--- config.mk ---
export PLATFORM = sky130hd
export DESIGN_NAME = ahb_matrix_out_arbiter
export DESIGN_NICKNAME = d
export VERILOG_FILES = /design/src/rtl/ahb_matrix_out_arbiter.sv
export SDC_FILE = /design/constraint.sdc
export NUM_CORES = 1
export LEC_CHECK = 0
export CAP_MARGIN = 20
export CORE_MARGIN = 2
export CORE_UTILIZATION = 30
export CTS_BUF_LIST = sky130_fd_sc_hd__clkbuf_2
export DETAILED_ROUTE_END_ITERATION = 6
export PLACE_DENSITY = 0.57
export SYNTH_ARGS = -nofsm -noshare
export SYNTH_HDL_FRONTEND = slang
export SYNTH_SLANG_ARGS = --single-unit
--- constraint.sdc ---
create_clock -name HCLK -period 4.5 [get_ports HCLK]
set_input_delay 0.45 -clock HCLK [delete_from_list [all_inputs] [get_ports HCLK]]
set_output_delay 0.45 -clock HCLK [all_outputs]
set_load 0.01 [all_outputs]
--- src/rtl/ahb_matrix_out_arbiter.sv ---
// Output-stage arbiter of the AHB bus matrix. It picks which input stage
// drives the shared slave, in round-robin or fixed-priority order. It holds
// the grant across locked transfers and across defined-length bursts, and it
// holds the grant for a bounded time on undefined-length INCR bursts.
//
// Handshake: HREADYM is the only qualifier. A transfer phase is accepted, and
// every register (grant, burst counter, early-INCR counter, RR pointer)
// advances, only on a rising HCLK edge with HREADYM = 1. With HREADYM = 0 all
// state holds. req has no ready; it is sampled level-wise at each accepted edge.
module ahb_matrix_out_arbiter #(
    parameter int                   NUM_PORTS        = 4,
    parameter int                   PORT_W           = 3,
    parameter logic [NUM_PORTS-1:0] PORT_MASK        = 4'hF,
    parameter int                   ARB_MODE         = 0,
    parameter int                   INCR_HOLD_BEATS  = 4,
    parameter int                   EARLY_INCR_LIMIT = 1
) (
    input  logic                 HCLK,
    input  logic                 HRESETn,
    input  logic [NUM_PORTS-1:0] req,
    input  logic                 HREADYM,
    input  logic                 HSELM,
    input  logic [1:0]           HTRANSM,
    input  logic [2:0]           HBURSTM,
    input  logic                 HMASTLOCKM,
    output logic [PORT_W-1:0]    addr_in_port,
    output logic                 no_port,
    output logic [NUM_PORTS-1:0] grant_onehot,
    output logic                 burst_hold
);

    localparam logic [1:0] TRANS_IDLE   = 2'b00;
    localparam logic [1:0] TRANS_BUSY   = 2'b01;
    localparam logic [1:0] TRANS_NONSEQ = 2'b10;
    localparam logic [1:0] TRANS_SEQ    = 2'b11;

    localparam logic [2:0] BURST_SINGLE = 3'b000;
    localparam logic [2:0] BURST_INCR   = 3'b001;
    localparam logic [2:0] BURST_WRAP4  = 3'b010;
    localparam logic [2:0] BURST_INCR4  = 3'b011;
    localparam logic [2:0] BURST_WRAP8  = 3'b100;
    localparam logic [2:0] BURST_INCR8  = 3'b101;
    localparam logic [2:0] BURST_WRAP16 = 3'b110;
    localparam logic [2:0] BURST_INCR16 = 3'b111;

    // Beats still to come after the current one, counted from the NONSEQ.
    localparam logic [3:0] INCR_REMAIN = 4'(INCR_HOLD_BEATS - 2);
    localparam logic [1:0] EARLY_LIMIT = 2'(EARLY_INCR_LIMIT);

    logic [3:0]           remain;
    logic [1:0]           early_cnt;
    logic [PORT_W-1:0]    last_ptr;

    logic [3:0]           remain_nxt;
    logic                 hold_nxt;
    logic [1:0]           early_nxt;
    logic [PORT_W-1:0]    addr_nxt;
    logic                 no_port_nxt;
    logic                 new_grant;

    logic [NUM_PORTS-1:0] eligible;
    logic                 rr_found;
    logic [PORT_W-1:0]    rr_idx;
    logic [PORT_W-1:0]    rr_start;
    logic                 lo_found;
    logic [PORT_W-1:0]    lo_idx;

    function automatic logic bit_at(input logic [NUM_PORTS-1:0] v, input int i);
        logic [NUM_PORTS-1:0] s;
        s = v >> i;
        return s[0];
    endfunction

    assign grant_onehot = no_port ? '0 : (NUM_PORTS'(1) << addr_in_port);

    // The granted port is excluded; its continued use is signalled by HSELM.
    assign eligible = req & PORT_MASK & ~grant_onehot;

    // Burst tracking: beats remaining and whether the grant must be held.
    always_comb begin
        remain_nxt = remain;
        hold_nxt   = burst_hold;
        if (!HSELM || HTRANSM == TRANS_IDLE) begin
            remain_nxt = 4'd0;
            hold_nxt   = 1'b0;
        end else begin
            case (HTRANSM)
                TRANS_NONSEQ: begin
                    case (HBURSTM)
                        BURST_INCR16, BURST_WRAP16: begin remain_nxt = 4'd14; hold_nxt = 1'b1; end
                        BURST_INCR8,  BURST_WRAP8:  begin remain_nxt = 4'd6;  hold_nxt = 1'b1; end
                        BURST_INCR4,  BURST_WRAP4:  begin remain_nxt = 4'd2;  hold_nxt = 1'b1; end
                        BURST_INCR: begin
                            if (early_cnt == EARLY_LIMIT) begin
                                remain_nxt = 4'd0;
                                hold_nxt   = 1'b0;
                            end else begin
                                remain_nxt = INCR_REMAIN;
                                hold_nxt   = 1'b1;
                            end
                        end
                        default: begin remain_nxt = 4'd0; hold_nxt = 1'b0; end
                    endcase
                end
                TRANS_SEQ: begin
                    if (remain == 4'd0) hold_nxt = 1'b0;
                    else                remain_nxt = remain - 4'd1;
                end
                default: ; // BUSY keeps counter and hold
            endcase
        end
    end

    // Count INCR bursts cut short by a fresh NONSEQ while still held.
    always_comb begin
        early_nxt = early_cnt;
        if (!hold_nxt)
            early_nxt = 2'd0;
        else if (burst_hold && HTRANSM == TRANS_NONSEQ)
            early_nxt = (early_cnt == 2'd3) ? 2'd3 : early_cnt + 2'd1;
    end

    // Candidate searches: round-robin after a start point, and lowest index.
    always_comb begin
        rr_found = 1'b0;
        rr_idx   = '0;
        lo_found = 1'b0;
        lo_idx   = '0;
        rr_start = no_port ? last_ptr : addr_in_port;
        for (int k = 1; k <= NUM_PORTS; k++) begin
            if (!rr_found && bit_at(eligible, (int'(rr_start) + k) % NUM_PORTS)) begin
                rr_found = 1'b1;
                rr_idx   = PORT_W'((int'(rr_start) + k) % NUM_PORTS);
            end
        end
        for (int i = 0; i < NUM_PORTS; i++) begin
            if (!lo_found && bit_at(eligible, i)) begin
                lo_found = 1'b1;
                lo_idx   = PORT_W'(i);
            end
        end
    end

    // Grant decision for the next accepted cycle.
    always_comb begin
        addr_nxt    = addr_in_port;
        no_port_nxt = no_port;
        new_grant   = 1'b0;
        if (HMASTLOCKM || hold_nxt) begin
            addr_nxt = addr_in_port;
        end else if (no_port) begin
            if (ARB_MODE == 0 && rr_found) begin
                addr_nxt = rr_idx; no_port_nxt = 1'b0; new_grant = 1'b1;
            end else if (ARB_MODE != 0 && lo_found) begin
                addr_nxt = lo_idx; no_port_nxt = 1'b0; new_grant = 1'b1;
            end
        end else if (ARB_MODE == 0) begin
            if (rr_found) begin
                addr_nxt = rr_idx; new_grant = 1'b1;
            end else if (!HSELM) begin
                no_port_nxt = 1'b1;
            end
        end else begin
            if (lo_found && lo_idx < addr_in_port) begin
                addr_nxt = lo_idx; new_grant = 1'b1;
            end else if (HSELM) begin
                addr_nxt = addr_in_port;
            end else if (lo_found) begin
                addr_nxt = lo_idx; new_grant = 1'b1;
            end else begin
                no_port_nxt = 1'b1;
            end
        end
    end

    // State registers, advancing only on accepted (HREADYM) edges.
    always_ff @(posedge HCLK or negedge HRESETn) begin
        if (!HRESETn) begin
            addr_in_port <= '0;
            no_port      <= 1'b1;
            burst_hold   <= 1'b0;
            remain       <= 4'd0;
            early_cnt    <= 2'd0;
            last_ptr     <= PORT_W'(NUM_PORTS - 1);
        end else if (HREADYM) begin
            addr_in_port <= addr_nxt;
            no_port      <= no_port_nxt;
            burst_hold   <= hold_nxt;
            remain       <= remain_nxt;
            early_cnt    <= early_nxt;
            if (new_grant) last_ptr <= addr_nxt;
        end
    end

endmodule

==> metrics.md <==
| Metric | Value |
|---|---|
| Placed cell count | 170 |
| Power per Cell Area | 389 mW/mm^2 |
| Worst setup startpoint | no_port |
| Core area | 0.00310 sq mm |
| CP Capture Type | primary output |
| R2R Path End | last_ptr[0] |
| Dpl cell area | 0.00123 sq mm |
| I/O Buffers | 21 |
| Post-route cell area | 0.00125 sq mm |
| Via count | 884 |
| R2R Path Start | last_ptr[0] |
| Slowest-stage cell, CP | clkdlybuf4s50_1 |
| MaxCap Viol Count | 0 |
| Routed Antenna Nets | 0 |
| Placer congestion estimate | 0.866 |
| Global-route wire length before repair | 3610 um |
| Post-detail-place hpwl | 1700 um |
| Non-filler instance count after layout | 174 |
| Final Hold Fails | 0 |
| Final WL | 2120 um |
| Chip height | 61.7 um |
| Starting Density | 32.2% |
| Delay-heaviest family, CP | buffers and inverters |
| Full die area | 0.00381 sq mm |
| Number of global-route vias before repair | 847 |
| Commonest non-fill, non-tap cells in the layout | 21 x clkdlybuf4s50_1, 11 x nor2_1, 11 x nand2_1, 9 x dfrtp_1, 5 x mux2_2 |
| Area of the multi-input gates | 643 sq um |
| I/O pins | 23 |
| Peak Freq | 0.453 GHz |
| Synthesized flop and latch total | 12 |
| Hold Crit Class | in -> async |
| R2R Setup Slk | 2.68 ns |
| Max Slew Vio Count | 0 |
| Worst Setup Start Kind | flop |
| Status | complete, no violations |
| Max_slew headroom | 62.6% |
| DRC | 0 |
| Leading cell type in the layout, fill and taps excluded | clkdlybuf4s50_1 |
| Clock Sink Count | 12 |
| Crit path top cell by count | nor2b_1 |
| Tcrit/Tclk final | 49.1% |
| Bufs on Longest Clock Path | 2 |
| Min Tclk post-route | 2.21 ns |
| Width of the die | 61.7 um |
| Area of the mapped netlist | 998 sq um |
| Clock slew at reported path FFs | 0.12 ns |
| Synth async-reset ratio | 100% |
| Post-synth EDFFs | 0 |
| Largest net degree at the start of global routing | 15 |
| CTS tree | built |
| Pin slew with the least headroom to its limit | 0.559 ns |
| Worst-Skew Late Latency | 0.26 ns |
| Setup Buffers After CTS | 0 |
| Register area share after synthesis | 30.5% |
| Drt pass-1 iters | 4 |
| Syn_nets | 125 |
| Rows | 20 |
| Nets | 146 |
| Area growth syn-to-layout | 24.8% |
| Top FF cell, synth | dfrtp_1 |
| Crit path max fanout | 12 |
| RSZ-0062 raised after global routing | false |
| CTS HTree Levels | 1 |
| Fill cells | 344 |
| Vias per std cell | 5.08 |
| Final Util | 40.2% |
| Worst Path Arrival | 1.76 ns |
| GRT busiest layer | met2 |
| Yosys cell types | 43 |
| Clock skew | 0.00684 ns |
| Ant diodes | 0 |
| Root Buffer | clkbuf_2 |
| Worst path bufs/invs | 1 |
| CTS buffer count | 3 |
| Storage cell area | 304 sq um |
| Share of cells above drive strength 1 | 13.1% |
| Worst vdd ir | 0.000143 V |
| Initial antenna violation count | 0 |
| R2R cell count | 5 |
| Met3 GRT Util | 1.86% |
| Final setup viols | 0 |
| Grt met1 use | 16.0% |
| PostCTS Resize Cnt | 0 |
| Leakage power | 0.499 nW |
| CP required | 4.05 ns |
| Final setup TNS | 0 ns |
| Mean Syn Cell Area | 9.08 sq um |
| Class of the most critical setup path | reg -> out |
| Synth Instances | 110 |
| CTS Hold Bufs | 0 |
| Met2 GRT Util | 22.1% |
| Critical-path cell list | nor2b_1 > nor2b_1 > clkdlybuf4s50_1 |
| All-layer global routing usage | 12.7% |
| Max incr delay on CP | 0.54 ns |
| Global route overflow | 0 |
| First DRT Iteration DRCs | 45 |
| Yosys Warn Count | 0 |
| Wire length per cell | 12.2 um |
layout make-up:
cell class,instances,share of cell area [%]
Inverter,4,1.20
Multi-Input combinational cell,89,51.6
Timing Repair Buffer,21,16.9
Clock buffer,3,1.20
Sequential cell,12,24.4
Clock inverter,1,0.301
Tap cell,44,4.42
Yosys cell counts (2+ instances only):
| master | number | area share (%) |
|---|---|---|
| nand2_1 | 11 | 4.1 |
| nor2_1 | 11 | 4.1 |
| dfrtp_1 | 9 | 23 |
| mux2_2 | 5 | 5.6 |
| a22oi_1 | 4 | 3.0 |
| inv_1 | 4 | 1.5 |
| mux2i_1 | 4 | 4.0 |
| nand2b_1 | 4 | 2.5 |
| o21ai_0 | 4 | 2.0 |
| a21o_1 | 3 | 2.3 |
| a21oi_1 | 3 | 1.5 |
| dfstp_2 | 3 | 7.9 |
| nor2b_1 | 3 | 1.9 |
| nor3_1 | 3 | 1.5 |
| o21ai_1 | 3 | 1.5 |
| o31ai_1 | 3 | 2.3 |
| a22o_1 | 2 | 1.8 |
| a31oi_1 | 2 | 1.3 |
| and2_1 | 2 | 1.3 |
| buf_2 | 2 | 1.0 |
| buf_4 | 2 | 1.5 |
| mux2_1 | 2 | 2.3 |
per-layer routing:
metal / up-vias / part of all wire, %
met5: - / 0
met4: 0 / 0.38
met3: 2 / 5.1
met2: 21 / 47
met1: 412 / 47
li1: 449 / -
report_power, final:
part | switching (W) | internal (W) | leakage, nW
logic | 0.000111 | 0.000135 | 0.335
registers | 0.0000459 | 0.000139 | 0.150
clock network | 0.0000351 | 0.0000193 | 0.0140
total | 0.000192 | 0.000293 | 0.499
cell families (layout without fill, tap and decap cells):
family	after synthesis	count (layout)	share of synthesized area, %
simple gates	40	40	20.3
compound gates	35	35	29.6
flops	12	12	30.5
mux	11	11	11.9
buf+inv	9	29	5.14
fa+ha+maj	2	2	2.26
other cells	1	1	0.376
state kept, by name, summed over array words and instances, names as in the netlist:
register and flops:
remain 4, addr_in_port 2, early_cnt 2, last_ptr 2, burst_hold 1, no_port 1
worst reg2reg max path, cell delays in order (launching register included):
cell and delay (ns):
dfstp_2 0.62, mux2_2 0.36, a22oi_1 0.26, o31ai_1 0.10
a211o_1 0.27, o21ai_1 0.14
metrics by stage:
step / hold WS [ns] / setup WS [ns] / power [W]
2_1_floorplan: 0.154 / 2.84 / 0.000341
3_3_place_gp: 0.499 / 2.21 / 0.000434
3_5_place_dp: 0.505 / 2.21 / 0.000435
4_1_cts: 0.532 / 2.29 / 0.000488
5_1_grt: 0.554 / 2.16 / 0.000528
6_report: 0.528 / 2.29 / 0.000485
how the worst max path moves through the flow:
stage	endpoint	slack, ns	depth (start not counted)
6_report	grant_onehot[2]	2.29	3
5_1_grt	grant_onehot[3]	2.16	3
4_1_cts	grant_onehot[2]	2.29	3
3_5_place_dp	last_ptr[1]	2.21	6
3_3_place_gp	addr_in_port[0]	2.21	6
2_1_floorplan	last_ptr[0]	2.84	5
Power figures use the tool's default switching activity.
